--- config.mk ---
export PLATFORM = sky130hd
export DESIGN_NAME = sreg_ctrl_mc
export DESIGN_NICKNAME = d
export VERILOG_FILES = /design/src/rtl/sreg_ctrl_mc.sv
export SDC_FILE = /design/constraint.sdc
export NUM_CORES = 1
export LEC_CHECK = 0
export ABC_AREA = 1
export CORE_MARGIN = 2
export CORE_UTILIZATION = 25
export DETAILED_ROUTE_END_ITERATION = 8
export SLEW_MARGIN = 20
export SYNTH_ARGS = -nofsm -noshare
export SYNTH_HDL_FRONTEND = slang
export SYNTH_SLANG_ARGS = --single-unit
--- constraint.sdc ---
create_clock -name clk -period 3.5 [get_ports clk]
set_input_delay 0.525 -clock clk [delete_from_list [all_inputs] [get_ports clk]]
set_output_delay 0.525 -clock clk [all_outputs]
set_load 0.1 [all_outputs]
--- src/rtl/sreg_ctrl_mc.sv ---
// Serialises one NCH*NBITS word MSB-first onto NCH pixel chains, captures what falls out, then pulses latch.
// Accept-to-latch NBITS*DIV+1 cycles; in_ready only in IDLE; the readback word is held until out_ready.
module sreg_ctrl_mc #(
  parameter int NBITS = 42,
  parameter int NCH   = 2,
  parameter int DIV   = 1
) (
  input  logic                 clk,
  input  logic                 rst,
  input  logic                 in_valid,
  output logic                 in_ready,
  input  logic [NCH*NBITS-1:0] data_in,
  input  logic                 readback_en,
  input  logic                 abort,
  output logic [NCH-1:0]       serial_out,
  output logic                 shift,
  input  logic [NCH-1:0]       sreg_in,
  output logic                 latch,
  output logic                 out_valid,
  input  logic                 out_ready,
  output logic [NCH*NBITS-1:0] data_out,
  output logic                 busy
);

  localparam int W  = NCH * NBITS;
  localparam int DW = (DIV > 1) ? $clog2(DIV) : 1;
  localparam int CW = $clog2(NBITS);
  localparam logic [DW-1:0] DIV_LAST = DW'(DIV - 1);
  localparam logic [CW-1:0] CNT_LAST = CW'(NBITS - 1);
  // With DIV=1 every SHIFT cycle is a strobe, including the first one.
  localparam logic FIRST_STROBE = (DIV == 1);

  typedef enum logic [1:0] {IDLE, SHIFT, LATCH, DONE} state_t;

  state_t         state_q;
  logic [W-1:0]   shadow_q;
  logic [W-1:0]   capture_q;
  logic [W-1:0]   data_out_q;
  logic [DW-1:0]  div_q;
  logic [CW-1:0]  cnt_q;
  logic           rb_q;
  logic           in_ready_q;
  logic           shift_q;
  logic           latch_q;
  logic           out_valid_q;
  logic           busy_q;
  logic [NCH-1:0] serial_q;

  logic [W-1:0]   shadow_sh_d;
  logic [W-1:0]   capture_sh_d;
  logic [NCH-1:0] msb_in_d;
  logic [NCH-1:0] msb_next_d;
  logic [DW-1:0]  div_inc_d;

  always_comb begin
    shadow_sh_d  = '0;
    capture_sh_d = '0;
    msb_in_d     = '0;
    msb_next_d   = '0;
    for (int c = 0; c < NCH; c++) begin
      shadow_sh_d[c*NBITS +: NBITS]  = {shadow_q[c*NBITS +: NBITS-1], 1'b0};
      capture_sh_d[c*NBITS +: NBITS] = {capture_q[c*NBITS +: NBITS-1], sreg_in[c]};
      msb_in_d[c]   = data_in[c*NBITS + NBITS-1];
      msb_next_d[c] = shadow_q[c*NBITS + NBITS-2];
    end
    div_inc_d = div_q + 1'b1;
  end

  always_ff @(posedge clk) begin
    if (rst) begin
      state_q     <= IDLE;
      shadow_q    <= '0;
      capture_q   <= '0;
      data_out_q  <= '0;
      div_q       <= '0;
      cnt_q       <= '0;
      rb_q        <= 1'b0;
      in_ready_q  <= 1'b0;
      shift_q     <= 1'b0;
      latch_q     <= 1'b0;
      out_valid_q <= 1'b0;
      busy_q      <= 1'b0;
      serial_q    <= '0;
    end else begin
      case (state_q)
        IDLE: begin
          shift_q     <= 1'b0;
          latch_q     <= 1'b0;
          out_valid_q <= 1'b0;
          serial_q    <= '0;
          if (in_valid && in_ready_q) begin
            shadow_q   <= data_in;
            capture_q  <= '0;
            rb_q       <= readback_en;
            div_q      <= '0;
            cnt_q      <= '0;
            serial_q   <= msb_in_d;
            shift_q    <= FIRST_STROBE;
            in_ready_q <= 1'b0;
            busy_q     <= 1'b1;
            state_q    <= SHIFT;
          end else begin
            in_ready_q <= 1'b1;
            busy_q     <= 1'b0;
          end
        end

        SHIFT: begin
          // shift_q is high exactly in the strobe cycle, so it doubles as the strobe-edge flag.
          if (abort) begin
            shift_q    <= 1'b0;
            serial_q   <= '0;
            in_ready_q <= 1'b1;
            busy_q     <= 1'b0;
            state_q    <= IDLE;
          end else if (shift_q) begin
            shadow_q  <= shadow_sh_d;
            capture_q <= capture_sh_d;
            div_q     <= '0;
            if (cnt_q == CNT_LAST) begin
              shift_q  <= 1'b0;
              serial_q <= '0;
              latch_q  <= 1'b1;
              state_q  <= LATCH;
            end else begin
              cnt_q    <= cnt_q + 1'b1;
              serial_q <= msb_next_d;
              shift_q  <= FIRST_STROBE;
            end
          end else begin
            div_q   <= div_inc_d;
            shift_q <= (div_inc_d == DIV_LAST);
          end
        end

        LATCH: begin
          latch_q <= 1'b0;
          if (abort || !rb_q) begin
            in_ready_q <= 1'b1;
            busy_q     <= 1'b0;
            state_q    <= IDLE;
          end else begin
            data_out_q  <= capture_q;
            out_valid_q <= 1'b1;
            state_q     <= DONE;
          end
        end

        DONE: begin
          if (out_ready) begin
            out_valid_q <= 1'b0;
            in_ready_q  <= 1'b1;
            busy_q      <= 1'b0;
            state_q     <= IDLE;
          end
        end

        default: state_q <= IDLE;
      endcase
    end
  end

  assign in_ready   = in_ready_q;
  assign serial_out = serial_q;
  assign shift      = shift_q;
  assign latch      = latch_q;
  assign out_valid  = out_valid_q;
  assign data_out   = data_out_q;
  assign busy       = busy_q;

endmodule

==> impl_metrics.env <==
export IMPL_synthToLayoutAreaGrowth_pct=31.11
export IMPL_vias=9005
export IMPL_path_max_fanout=2
export IMPL_synth_top_family_by_area="simple AND/OR/NAND/NOR gates"
export IMPL_die_w_um=208.7
export IMPL_ys_seq_area_share_pct=51.03
export IMPL_slowest_delay_ns=1.16
export IMPL_max_slew_margin_rel_pct=28.96
export IMPL_drtAntennaViolNets=0
export IMPL_postCtsHoldBufs=0
export IMPL_drt_first_iter_violations=447
export IMPL_via_per_inst=4.460
export IMPL_io_buffers=182
export IMPL_drt_total_wl_um=26610
export IMPL_ir_drop_mv=0.4062
export IMPL_worstSetupPathDepth=1
export IMPL_cts_tree="yes"
export IMPL_grt_pass1_wl_um=43290
export IMPL_clock_root_buffer="clkbuf_16"
export IMPL_rows=74
export IMPL_worst_slew_pin_slew_ns=1.062
export IMPL_clk_path_buf_depth=3
export IMPL_dp_cells=1960
export IMPL_placed_area_sq_um=12600
export IMPL_cts_htree_levels=1
export IMPL_maxCapViolCount=0
export IMPL_timing_rr_start="state_q[1]$_SDFFE_PP0P_"
export IMPL_ff2ff_path_depth=9
export IMPL_crit_chain="clkdlybuf4s50_1"
export IMPL_post_cts_buffers=0
export IMPL_status="complete, no violations"
export IMPL_antenna_found_initial=5
export IMPL_r2r_end="shadow_q[82]$_SDFFE_PP0P_"
export IMPL_hold_violations=0
export IMPL_clock_fmax_mhz=380.1
export IMPL_grt_max_degree=158
export IMPL_cts_clk_slew_worst_paths_ns=0.06
export IMPL_drc=0
export IMPL_critPathLaunchType="flip-flop"
export IMPL_synth_nets=1432
export IMPL_final_setup_tns_ns=0
export IMPL_synth_seq_cells=267
export IMPL_synthSimpleGateAreaFrac_pct=24.62
export IMPL_ioPinCount=183
export IMPL_die_area_sq_um=43550
export IMPL_p_leak_uw=0.005459
export IMPL_finClkSkew_ns=0.01133
export IMPL_synthXorXnorAreaFrac_pct=0.2509
export IMPL_required_ns=2.97
export IMPL_insertion_delay_ns=0.57
export IMPL_rrSetupSlack_ns=1.22
export IMPL_synth_adder_area_share_pct=0.7168
export IMPL_layout_drive_gt1_share_pct=6.191
export IMPL_wl_per_cell_um=13.18
export IMPL_grt_usage_pct=11.85
export IMPL_slowest_stage="clkdlybuf4s50_1"
export IMPL_power_density_nw_per_um2=717.8
export IMPL_overflow=0
export IMPL_cts_resized=0
export IMPL_yosysWarnings=0
export IMPL_setup_worst_path_start="data_out[62]$_SDFFE_PP0P_"
export IMPL_gp_congestion=0.7692
export IMPL_setup_viol=0
export IMPL_cp_top_family="buffers and inverters"
export IMPL_synth_compound_area_share_pct=17.45
export IMPL_rsz0062_at_grt="false"
export IMPL_synth_mux_area_share_pct=0
export IMPL_synth_distinct_cells=23
export IMPL_synth_cell_area_sq_um=10470
export IMPL_postSynthCellCount=1334
export IMPL_avgSynthCellArea_sq_um=7.851
export IMPL_power_uw=9856
export IMPL_period_share_pct=75.16
export IMPL_hold_depth=2
export IMPL_crit_buf_inv=1
export IMPL_instances_no_fill=2019
export IMPL_hpwl_um=16980
export IMPL_end_kind="output pin"
export IMPL_final_area_sq_um=13730
export IMPL_drt_pass1_iter_count=7
export IMPL_die_h_um=208.7
export IMPL_initial_core_util_pct=25.48
export IMPL_coreArea_sq_um=41110
export IMPL_cts_buffers=31
export IMPL_worstHoldStart="in_ready$_SDFFE_PP0P_"
export IMPL_hold_end="in_ready$_SDFFE_PP0P_"
export IMPL_min_period_ns=2.631
export IMPL_hp_class="reg -> reg"
export IMPL_worstPathArrival_ns=2.11
export IMPL_crit_type="reg -> out"
export IMPL_grt_pass1_vias=8456
export IMPL_fin_nets=1559
export IMPL_slew_violations=0
export IMPL_clkSinkCount=267
==> final cells by class <==
| type | instances | area [sq um] |
|---|---|---|
| Fill cell | 4363 | 27380 |
| Timing Repair Buffer | 196 | 1974 |
| Sequential cell | 267 | 5345 |
| Clock inverter | 21 | 284.0 |
| Antenna cell | 1 | 2.502 |
| Tap cell | 532 | 665.6 |
| Inverter | 25 | 96.34 |
| Clock buffer | 37 | 848.3 |
| Multi-Input combinational cell | 940 | 4516 |
==> where the power goes <==
part           switching [uW]  internal [uW]
Combinational            1870            918
Clock                    1330           2180
Sequential                179           3380
==> layer usage <==
| layer | track usage [%] | wire length, um | vias to the layer above |
|---|---|---|---|
| li1 | - | - | 4663 |
| met1 | 15.90 | 12380 | 4062 |
| met2 | 18.01 | 11370 | 228 |
| met3 | 4.388 | 2265 | 44 |
| met4 | 2.783 | 533 | 8 |
| met5 | 0 | 58 | - |
==> cells in the final DEF (no fill, tap or decap) <==
cell,instances
nand3_1,91
a211oi_1,1
nand2_2,2
clkbuf_8,5
o21bai_1,1
xor2_1,3
nor2_4,3
clkinv_8,1
buf_4,15
clkdlybuf4s50_1,176
clkinvlp_4,1
o22ai_1,1
o21ai_0,94
clkbuf_16,31
inv_6,2
inv_4,1
clkinv_4,2
bufinv_16,6
ha_1,5
a21oi_1,107
nand4_1,3
dfxtp_1,267
nand3_2,1
clkbuf_1,1
clkinv_2,9
buf_12,5
ha_2,1
nor2_1,186
o211a_1,80
nand2_1,361
inv_2,7
diode_2,1
inv_1,17
==> kinds of logic (layout without fill, tap and decap cells) <==
group                    after synthesis  in the layout
buffers and inverters                127            279
flip-flops                           267            267
AND/OR/NAND/NOR                      647            647
adder cells (fa/ha/maj)                6              6
AO/OA/AOI/OAI                        284            284
XOR/XNOR                               3              3
other                                  0              1
==> worst max-delay path by stage <==
| stage | end | slack, ns |
|---|---|---|
| 2_1_floorplan | capture_q[57]$_SDFFE_PP0P_ | 1.33 |
| 3_3_place_gp | shadow_q[37]$_SDFFE_PP0P_ | 0.95 |
| 3_5_place_dp | shadow_q[6]$_SDFFE_PP0P_ | 0.90 |
| 4_1_cts | data_out[62] | 0.83 |
| 5_1_grt | serial_out[1] | 0.81 |
| 6_report | data_out[62] | 0.87 |
==> Yosys cell counts <==
cell type / n / share of area (%)
nand2_1: 361 / 13
dfxtp_1: 267 / 51
nor2_1: 186 / 6.7
a21oi_1: 107 / 5.1
o21ai_0: 94 / 4.5
nand3_1: 92 / 4.4
o211a_1: 80 / 7.6
clkbuf_1: 51 / 1.8
buf_2: 28 / 1.3
inv_1: 18 / 0.65
buf_6: 10 / 1.1
buf_4: 9 / 0.65
ha_1: 6 / 0.72
inv_2: 6 / 0.22
buf_1: 4 / 0.14
nand4_1: 3 / 0.18
nor2_4: 3 / 0.32
xor2_1: 3 / 0.25
nand2_2: 2 / 0.12
a211oi_1: 1 / 0.072
clkinv_1: 1 / 0.036
o21bai_1: 1 / 0.072
o22ai_1: 1 / 0.060
==> flip-flops by register name, summed over array words and instances (netlist names) <==
signal      flops
div_q           1
serial_out      2
shift           1
latch           1
shadow_q       82
state_q         2
busy            1
rb_q            1
out_valid       1
cnt_q           6
capture_q      84
data_out       84
in_ready        1
==> through the flow <==
step           hold slack, ns  worst slack, ns  util, %
6_report               0.4637           0.8693    33.40
3_5_place_dp           0.4524           0.8976    30.64
3_3_place_gp           0.4503           0.9521    30.64
5_1_grt                0.4849           0.8064    33.40
2_1_floorplan          0.4369            1.328        -
4_1_cts                0.4619           0.8300    33.40
(Power assumes the default switching activity.)
